`src/rtl/wb_udp_csr.sv`:
```
// Wishbone control/status registers for the Vthernet receive path: local MAC/IP,
// UDP listen-port table, received-payload FIFO and sticky status with interrupt.
module wb_udp_csr #(
   parameter int          NUM_PORTS  = 4,
   parameter int          FIFO_DEPTH = 16,
   parameter logic [31:0] BASE_ADDR  = 32'h3000_0000,
   parameter logic [47:0] MAC_RST    = 48'h01005e0000fb,
   parameter logic [31:0] IP_RST     = 32'he00000fb
) (
   input  logic                    wb_clk_i,
   input  logic                    wb_rst_ni,
   input  logic                    wbs_stb_i,
   input  logic                    wbs_cyc_i,
   input  logic                    wbs_we_i,
   input  logic [3:0]              wbs_sel_i,
   input  logic [31:0]             wbs_adr_i,
   input  logic [31:0]             wbs_dat_i,
   output logic                    wbs_ack_o,
   output logic [31:0]             wbs_dat_o,
   output logic [47:0]             mac_addr,
   output logic [31:0]             ip_addr,
   output logic [16*NUM_PORTS-1:0] port_tbl,
   output logic [NUM_PORTS-1:0]    port_en,
   input  logic                    rx_data_v,
   input  logic [7:0]              rx_data,
   input  logic                    rx_last,
   output logic                    rx_irq
);

   localparam int AW = (FIFO_DEPTH > 1) ? $clog2(FIFO_DEPTH) : 1;
   localparam int LW = $clog2(FIFO_DEPTH + 1);

   localparam logic [3:0] W_MAC_LO  = 4'd0;
   localparam logic [3:0] W_MAC_HI  = 4'd1;
   localparam logic [3:0] W_IP      = 4'd2;
   localparam logic [3:0] W_STATUS  = 4'd3;
   localparam logic [3:0] W_IRQ_EN  = 4'd4;
   localparam logic [3:0] W_RX_DATA = 4'd5;

   function automatic logic [31:0] lane_merge(input logic [31:0] old_v,
                                              input logic [31:0] new_v,
                                              input logic [3:0]  sel);
      logic [31:0] res;
      for (int b = 0; b < 4; b++)
         res[8*b +: 8] = sel[b] ? new_v[8*b +: 8] : old_v[8*b +: 8];
      return res;
   endfunction

   // Bus decode: one transfer per ack, window of 16 words above BASE_ADDR
   logic [31:0] off;
   logic [3:0]  word;
   logic        in_win, xfer, wr_en, rd_en;

   assign off    = wbs_adr_i - BASE_ADDR;
   assign word   = off[5:2];
   assign in_win = (off[31:6] == 26'd0);
   assign xfer   = wbs_stb_i & wbs_cyc_i & ~wbs_ack_o;
   assign wr_en  = xfer & wbs_we_i & in_win;
   assign rd_en  = xfer & ~wbs_we_i;

   logic [47:0] mac_reg;
   logic [31:0] ip_reg;
   logic [1:0]  irq_en_reg;
   logic        pkt_done_reg, overflow_reg;
   logic [16:0] port_reg [NUM_PORTS];
   logic [16:0] port_rd  [8];

   logic [8:0]    fifo_mem [FIFO_DEPTH];
   logic [AW-1:0] wr_ptr_reg, rd_ptr_reg;
   logic [LW-1:0] level_reg;
   logic [7:0]    level8;
   logic          full, empty, push, pop;
   logic [8:0]    head;

   assign full  = (level_reg == LW'(FIFO_DEPTH));
   assign empty = (level_reg == '0);
   assign head  = fifo_mem[rd_ptr_reg];
   assign push  = rx_data_v & ~full;
   assign pop   = rd_en & in_win & (word == W_RX_DATA) & ~empty;

   always_comb begin
      level8 = '0;
      level8[LW-1:0] = level_reg;
   end

   logic [31:0] mac_lo_next, mac_hi_next, ip_next, irq_en_next;
   logic        st_clr, pkt_done_next, overflow_next;

   assign mac_lo_next = lane_merge(mac_reg[31:0], wbs_dat_i, wbs_sel_i);
   assign mac_hi_next = lane_merge({16'd0, mac_reg[47:32]}, wbs_dat_i, wbs_sel_i);
   assign ip_next     = lane_merge(ip_reg, wbs_dat_i, wbs_sel_i);
   assign irq_en_next = lane_merge({30'd0, irq_en_reg}, wbs_dat_i, wbs_sel_i);

   // Set has priority over a same-edge write-one-to-clear
   assign st_clr        = wr_en & (word == W_STATUS) & wbs_sel_i[0];
   assign pkt_done_next = (push & rx_last) | (pkt_done_reg & ~(st_clr & wbs_dat_i[0]));
   assign overflow_next = (rx_data_v & full) | (overflow_reg & ~(st_clr & wbs_dat_i[1]));

   logic [31:0] rd_data;
   always_comb begin
      rd_data = '0;
      if (in_win) begin
         case (word)
            W_MAC_LO:  rd_data = mac_reg[31:0];
            W_MAC_HI:  rd_data = {16'd0, mac_reg[47:32]};
            W_IP:      rd_data = ip_reg;
            W_STATUS:  rd_data = {16'd0, level8, 4'd0, full, empty, overflow_reg, pkt_done_reg};
            W_IRQ_EN:  rd_data = {30'd0, irq_en_reg};
            W_RX_DATA: rd_data = empty ? 32'd0 : {22'd0, head[8], 1'b1, head[7:0]};
            default:   rd_data = word[3] ? {15'd0, port_rd[word[2:0]]} : 32'd0;
         endcase
      end
   end

   always_ff @(posedge wb_clk_i or negedge wb_rst_ni) begin
      if (!wb_rst_ni) begin
         wbs_ack_o    <= 1'b0;
         wbs_dat_o    <= '0;
         mac_reg      <= MAC_RST;
         ip_reg       <= IP_RST;
         irq_en_reg   <= '0;
         pkt_done_reg <= 1'b0;
         overflow_reg <= 1'b0;
         wr_ptr_reg   <= '0;
         rd_ptr_reg   <= '0;
         level_reg    <= '0;
      end else begin
         wbs_ack_o    <= xfer;
         if (rd_en)
            wbs_dat_o <= rd_data;
         if (wr_en && word == W_MAC_LO)
            mac_reg[31:0] <= mac_lo_next;
         if (wr_en && word == W_MAC_HI)
            mac_reg[47:32] <= mac_hi_next[15:0];
         if (wr_en && word == W_IP)
            ip_reg <= ip_next;
         if (wr_en && word == W_IRQ_EN)
            irq_en_reg <= irq_en_next[1:0];
         pkt_done_reg <= pkt_done_next;
         overflow_reg <= overflow_next;
         if (push)
            wr_ptr_reg <= wr_ptr_reg + AW'(1);
         if (pop)
            rd_ptr_reg <= rd_ptr_reg + AW'(1);
         if (push && !pop)
            level_reg <= level_reg + LW'(1);
         else if (pop && !push)
            level_reg <= level_reg - LW'(1);
      end
   end

   // Payload storage carries no reset; the pointers define what is valid
   always_ff @(posedge wb_clk_i) begin
      if (push)
         fifo_mem[wr_ptr_reg] <= {rx_last, rx_data};
   end

   generate
      for (genvar gi = 0; gi < NUM_PORTS; gi++) begin : g_port
         logic [31:0] port_merged;
         assign port_merged = lane_merge({15'd0, port_reg[gi]}, wbs_dat_i, wbs_sel_i);

         always_ff @(posedge wb_clk_i or negedge wb_rst_ni) begin
            if (!wb_rst_ni)
               port_reg[gi] <= '0;
            else if (wr_en && word == 4'(8 + gi))
               port_reg[gi] <= port_merged[16:0];
         end

         assign port_tbl[16*gi +: 16] = port_reg[gi][15:0];
         assign port_en[gi]           = port_reg[gi][16];
      end

      for (genvar gi = 0; gi < 8; gi++) begin : g_port_rd
         if (gi < NUM_PORTS) begin : g_live
            assign port_rd[gi] = port_reg[gi];
         end else begin : g_absent
            assign port_rd[gi] = '0;
         end
      end
   endgenerate

   assign mac_addr = mac_reg;
   assign ip_addr  = ip_reg;
   assign rx_irq   = |({overflow_reg, pkt_done_reg} & irq_en_reg);

endmodule

```
`config.mk`:
```
export PLATFORM = sky130hd
export DESIGN_NAME = wb_udp_csr
export DESIGN_NICKNAME = d
export VERILOG_FILES = /design/src/rtl/wb_udp_csr.sv
export SDC_FILE = /design/constraint.sdc
export NUM_CORES = 1
export LEC_CHECK = 0
export ABC_CLOCK_PERIOD_IN_PS = 6150
export BUFFER_PORTS_ARGS = -buffer_cell sky130_fd_sc_hd__buf_2
export CAP_MARGIN = 10
export CORE_ASPECT_RATIO = 1.25
export CORE_MARGIN = 2
export CORE_UTILIZATION = 55
export DETAILED_ROUTE_END_ITERATION = 8
export HOLD_SLACK_MARGIN = 0.15
export PLACE_DENSITY_LB_ADDON = 0.12
export SLEW_MARGIN = 15
export SYNTH_ARGS = -nofsm -noshare
export SYNTH_HDL_FRONTEND = slang
export SYNTH_SLANG_ARGS = --single-unit
```
`constraint.sdc`:
```
create_clock -name wb_clk_i -period 6.15 [get_ports wb_clk_i]
set_input_delay 1.845 -clock wb_clk_i [delete_from_list [all_inputs] [get_ports wb_clk_i]]
set_output_delay 1.845 -clock wb_clk_i [all_outputs]
set_load 0.1 [all_outputs]
```
==> impl_results.md, run 1 <==
- Initial cell density of the core: 56.1%
- First-pass GRT wire length: approximately 60000 um
- Worst EP required: 6.58 ns
- Initial antenna violation count: 3
- Mapped Cells: 983
- Synth top cells by count: 175 x dfrtp_1, 144 x edfxtp_1, 139 x mux2_2, 55 x nand2_1, 42 x mux2i_1
- CP Max Fanout: 20
- Slew Limit Fails: 0
- Mux cell area share after synthesis: between 20% and 30%
- Placed instance count: about 1500
- Met3 wire len: around 3000 um
- Max stage delay on crit path: 0.53 ns
- Clock power share: 40.3%
- Core ar.: ~27000 sq um
- R2R Setup Slk: 2.88 ns
- HPWL Detailed: between 20000 and 30000 um
- Switch Pwr: roughly 0.0012 W
- Net Sw Frac: 24.3%
- Clock Tree Root: clkbuf_16
- Vias per cell: 6.00
- Slew headroom: around 27%
- Register bit total from synthesis: 342
- PortBufs: 262
- Drt first pass iters: 6
- Post-synth EDFFs: 144
- Synth Area in Adders: 0.965%
- Final Cycle Share: between 70% and 80%
- Design Power: 0.00509 W
- Final GP Congestion: ~0.83
- Final Hold Vio Count: 0
- Max VDD drop: 0.254 mV
- Vias post-DR: 9679
- XOR/XNOR Fraction of Synth Area: 0.582%
- Worst slew pin tran: ~1.1 ns
- Buf/Inv on CP: 2
- Hold-fix buffers, CTS: 0
- Top cells by area, synth: dfrtp_1 29%, edfxtp_1 29%, mux2_2 10%
- Uppermost layer routed: met5
- Max-cap violations: 0
- Leak pwr: ~8 nW
- Number of placement rows: 67
- Wl on met1: about 15000 um
- Combinational family with the most area after synthesis: multiplexers
- Yosys top cell by area: dfrtp_1
- Max Clock Skew: 0.0123 ns
- Cell family with most CP delay: simple AND/OR/NAND/NOR gates
- Post-synthesis sequential area ratio: 61.9%
- Clock tree buffer depth: 3
- Netlist cell types: between 60 and 70
- Crit-path cells: buf_2 > nand2b_1 > a2111oi_2 > nand3_1 > ha_1 > inv_1 > ha_1 > nor2b_1 > o21a_1 > or3_1 > a21oi_1 > xnor2_1
- Synth Warn #: 0
- Antenna Nets Post-Route: 0
- Post-Route WL: 39600 um
- Final Instance Count excl. Fillers: 1613
- WL per Instance: 24.5 um
- Area growth from synthesis to layout: 18.1%
- Outcome: completed
- 1st-iter DRT viols: 684
- Post-CTS sizing: 0
- Comb pwr share: 8.8%
- Drt drc: 0
- PwrDens: approximately 290 nW/um^2
- CTS tree: yes
- Min Tclk post-route: 4.73 ns
- Setup TNS: 0 ns
- TritonCTS buffer count: 36
- Average size of a mapped cell: roughly 15 sq um
- Wire length on met2: 20100 um
- Worst EP arrival: 5.15 ns
- Crit path top cell by count: ha_1
- Syn Nets: 1077
- GRT Resource Usage Total: between 20% and 30%
- Final setup vio count: 0
- Synth Area in Simple Gates: 6.97%
- Ys async rst share: 57.9%
- Hold Path Class: reg2reg
- Largest net degree at the start of global routing: around 130
- WS Path Type: in2reg
- Post-CTS Setup Inserts: 0
- Crit start category: input port
- Mapped Area: around 15000 sq um
- Sequential share of power: 50.9%
- Die extent in y: 189 um
- Crit path max-delay cell type: a2111oi_2
- Critical path capture point type: register
- CTS HTree Levels: 2
- Top reg by flops: fifo_mem
- Ys flop type: dfrtp_1
- Ratio of cells with drive above 1 in the final layout: 47.2%
- Yosys top cell area share: just under 30%
- Count leader, synth: dfrtp_1
- RSZ-0062 raised after global routing: no
- Compound-Gate Fraction of Synth Area: under 10%
- Io pins: 265
- Total gr overflow: 0
- Die W: 152 um
- Layout net count: 1334
- Worst Setup Slack, final: 1.42 ns
- Int Pwr: between 0.003 and 0.004 W
- Max reg flops: around 140
- Fmax: 212 MHz
- CTS sink count: 342
- Place WS: 0.920 ns
- Die Area: 28700 sq um
- Fill count: 2016
- Number of global-route vias before repair: 9965
- CTS clk-pin slew, worst paths: 0.06 ns
- Post-Route Utilization: ~66%
- Clk_lat worst skew: 0.51 ns
-- layout by cell type (no fill, tap or decap), types with 23 or more instances in the layout --
cell,instances
buf_2,261
clkbuf_16,37
mux2_4,32
mux2i_1,42
edfxtp_1,144
mux2_2,139
dfrtp_1,174
o21ai_0,37
nor2_1,28
nand2_1,55
mux4_2,35
dfstp_2,23
-- area by class of cell --
class,count,area (sq um),share of cell area [%]
multi-input cells,571,5420,30.5
clock inverters,16,116,0.655
inverters,12,45.0,0.254
clock buffers,48,997,5.62
flip-flops and latches,342,9310,52.4
diodes,2,5.00,0.0282
repair buffers,277,1430,8.07
well taps,345,432,2.43
-- routing by layer --
| metal | up-vias | track usage (%) |
|---|---|---|
| li1 | 4274 | - |
| met1 | 4916 | 33.6 |
| met2 | 368 | 46.8 |
| met3 | 117 | 7.00 |
| met4 | 4 | 12.5 |
| met5 | - | 0 |
-- worst register-to-register path: stages, from the launching register on --
cell and delay, ns:
dfrtp_1 0.45, nor4_1 0.61, and2_1 0.27, nor2b_1 0.20, ha_1 0.32, inv_1 0.13, ha_1 0.26, nor2b_1 0.14
o21a_1 0.17, or3_1 0.30, a21oi_1 0.19, xnor2_1 0.14
-- power groups by stage --
stage               clock network, W  logic, W  registers, W
floorplan                          0  0.000279       0.00261
global placement                   0  0.000437       0.00263
detailed placement                 0  0.000450       0.00263
CTS                          0.00208  0.000453       0.00259
global route                 0.00217  0.000502       0.00260
finish                       0.00205  0.000449       0.00259
-- cells by family after synthesis --
logic type | count (synthesis)
buffers and inverters | 70
and+or+nand+nor | 180
AOI/OAI and AO/OA | 122
adders and majority gates | 11
DFF | 342
xor gates and xnor gates | 10
muxes | 248
-- path summary, 6_finish.rpt --
check	cells after the start	to	startpoint
worst min register to register	2	wbs_dat_o[28]$_DFFE_PN0P_	wbs_dat_o[28]$_DFFE_PN0P_
min in group asynchronous	1	port_tbl[15]$_DFFE_PN0P_	wb_rst_ni
max in group asynchronous	2	mac_addr[7]$_DFFE_PN1P_	wb_rst_ni
worst max register to register	11	level_reg[4]$_DFFE_PN0P_	level_reg[0]$_DFFE_PN0P_
worst min-delay path	2	wbs_dat_o[28]$_DFFE_PN0P_	wbs_dat_o[28]$_DFFE_PN0P_
worst max-delay path	12	level_reg[4]$_DFFE_PN0P_	wbs_adr_i[2]
-- per-stage QoR --
step,instance area (sq um),hold slack [ns]
finish,17800,0.474
global route,17800,0.499
CTS,17800,0.479
detailed placement,16600,0.467
global placement,16600,0.458
floorplan,15000,0.488
(Power assumes the default switching activity.)
==> run 2: changes to the inputs <==
Settings changed: ABC_CLOCK_PERIOD_IN_PS 6150 to 4700.
Clock period 6.15 ns to 4.7 ns, I/O delays scaled along.
==> run 2 against run 1 <==
Net effect: non-clock buffer count grew 8; core utilization up 0.52 points; first-iteration DRC count decreased by 2.3%; combinational power up 33%; flip-flop and latch count stayed put; design area increased by 0.78%; global-route usage fell by 0.30 points; total power up 34%; register-to-register slack lost 1.4 ns; sequential share of layout area is 0.41 points lower; final cell count is 0.37% higher; clock power up 40%.
==> impl_results.md, run 2 (synthesized netlist as in run 1, its figures left out) <==
- Outcome: completed
- Critical path capture point type: register
- Max-cap violations: 0 (unchanged)
- GR peak layer: met2
- R2R Setup Slk: 1.48 ns (-1.40 ns)
- Slew Limit Fails: 0 (unchanged)
- Slew headroom: 26.3% (-1.2 points)
- Place WS: 0.291 ns (-0.629 ns)
- Worst EP required: 5.13 ns (-1.45 ns)
- Antenna Nets Post-Route: 0 (unchanged)
- Commonest non-fill, non-tap cell in the layout: buf_2
- PortBufs: 262 (unchanged)
- CTS HTree Levels: 2 (unchanged)
- Initial cell density of the core: 56.1% (unchanged)
- WL per Instance: 24.1 um (-1.5%)
- Die extent in y: 189 um (unchanged)
- Clock tree buffer depth: 3 (unchanged)
- Post-Route WL: 39100 um (-1.2%)
- CP Max Fanout: 4 (-80%)
- Clock Tree Root: clkbuf_16
- Reg-to-reg critical path startpoint: level_reg[0]$_DFFE_PN0P_
- WS Path Type: in2reg
- Hold-fix buffers, CTS: 0 (unchanged)
- PwrDens: 382 nW/um^2 (+33%)
- Final Cycle Share: 83.2%
- RSZ-0062 raised after global routing: no
- Worst EP arrival: 4.34 ns (-0.81 ns)
- Crit start category: input port
- Final Hold Vio Count: 0 (unchanged)
- Multi-input logic area: 5400 sq um (-0.37%)
- Core ar.: 26800 sq um (unchanged)
- Post-CTS Setup Inserts: 0 (unchanged)
- CP endpoint: level_reg[4]$_DFFE_PN0P_
- Min Tclk post-route: 3.91 ns
- Leak pwr: 8.08 nW (+1.1%)
- Max reg flops: 144 (unchanged)
- Final setup vio count: 0 (unchanged)
- GRT Resource Usage Total: 27.3% (-0.30 points)
- Final GP Congestion: 0.824 (-0.31%)
- Total gr overflow: 0 (unchanged)
- Drt first pass iters: 5 (-1)
- Max VDD drop: 0.425 mV (+68%)
- HPWL Detailed: 27500 um (-0.54%)
- R2R cell count: 12 (+1)
- Met2 usage: 48.4% (+1.7 points)
- RR Endpoint: level_reg[4]$_DFFE_PN0P_
- Hold Path Class: reg2reg
- Largest net degree at the start of global routing: 135 (+8.0%)
- 1st-iter DRT viols: 668 (-2.3%)
- Die Area: 28700 sq um (unchanged)
- Vias per cell: 5.96 (-0.60%)
- Setup TNS: 0 ns (unchanged)
- Routing usage on met3: 5.95% (-1.1 points)
- Number of placement rows: 67 (unchanged)
- Die W: 152 um (unchanged)
- Io pins: 265 (unchanged)
- Max Clock Skew: 0.0111 ns (-0.00120 ns)
- Area growth from synthesis to layout: 19.0%
- Initial antenna violation count: 4 (+1)
- CTS tree: yes
- Vias post-DR: 9657 (-0.23%)
- Drt drc: 0 (unchanged)
- Top reg by flops: fifo_mem
- Fmax: 256 MHz
- Most frequent cells in the layout: 261 x buf_2, 174 x dfrtp_1, 144 x edfxtp_1, 139 x mux2_2, 55 x nand2_1
- Grt met1 use: 33.3% (-0.31 points)
- Number of global-route vias before repair: 9828 (-1.4%)
- Layout net count: 1341 (+0.52%)
- TritonCTS buffer count: 35 (-2.8%)
- Fill count: 1997 (-0.94%)
- CTS clk-pin slew, worst paths: 0.06 ns (about the same)
- Worst Setup Slack, final: 0.789 ns (-0.635 ns)
- Seq. cell area: 9310 sq um (unchanged)
- Worst slew pin tran: 1.10 ns (+0.0177 ns)
- Ratio of cells with drive above 1 in the final layout: 47.5% (+0.25 points)
- CTS sink count: 342 (unchanged)
- HP Start: wbs_dat_o[18]$_DFFE_PN0P_
- Critical Path Start: wbs_adr_i[8]
- Post-CTS sizing: 0 (unchanged)
- First-pass GRT wire length: 59800 um (-1.0%)
- Clk_lat worst skew: 0.51 ns (about the same)
[run 2: critical path, stage by stage]
cell and delay [ns]:
buf_2 0.12, nor4_2 0.31, nand4_2 0.22, nor3_2 0.37
nand3_1 0.27, ha_1 0.33, inv_1 0.14, ha_1 0.25
nor2b_1 0.13, o21a_1 0.17, or3_1 0.30, a21oi_1 0.18
xnor2_1 0.14
[run 2: final cells by class]
cell class,count,area share (%)
flip-flops and latches,342,52.0
multi-input cells,571,30.2
repair buffers,285,8.41
clock buffers,48,5.74
well taps,345,2.41
clock inverters,14,0.965
inverters,12,0.252
diodes,2,0.0280
[run 2: worst min-delay path by stage]
stage	end	slack, ns	depth (start not counted)
after detailed placement	wbs_dat_o[18]$_DFFE_PN0P_	0.47	2
after floorplan	overflow_reg$_DFF_PN0_	0.49	1
after global placement	wbs_dat_o[16]$_DFFE_PN0P_	0.46	2
final	wbs_dat_o[18]$_DFFE_PN0P_	0.48	2
after CTS	wbs_dat_o[18]$_DFFE_PN0P_	0.48	2
after global routing	wbs_dat_o[19]$_DFFE_PN0P_	0.50	2
[run 2: power breakdown]
group	internal (W)	switching [W]	total, W
Combinational	0.000210	0.000385	0.000595
Clock	0.00175	0.00111	0.00286
Sequential	0.00329	0.0000887	0.00338
Total	0.00525	0.00158	0.00684
[run 2: per-layer routing]
metal,vias to the layer above,part of all wire [%]
met1,4928,38
li1,4287,-
met3,81,7.1
met4,4,3.3
met5,-,0.061
met2,357,52
[run 2: through the flow]
| step | hold slack, ns | utilization, % | area [sq um] | power, W | instances |
|---|---|---|---|---|---|
| 5_1_grt | 0.503 | 66.7 | 17900 | 0.00706 | 1618 |
| 2_1_floorplan | 0.488 | - | 15000 | 0.00378 | 983 |
| 4_1_cts | 0.479 | 66.7 | 17900 | 0.00689 | 1617 |
| 3_5_place_dp | 0.466 | 62.2 | 16700 | 0.00404 | 1555 |
| 3_3_place_gp | 0.457 | 62.2 | 16700 | 0.00401 | 1555 |
| 6_report | 0.475 | 66.7 | 17900 | 0.00684 | 1619 |
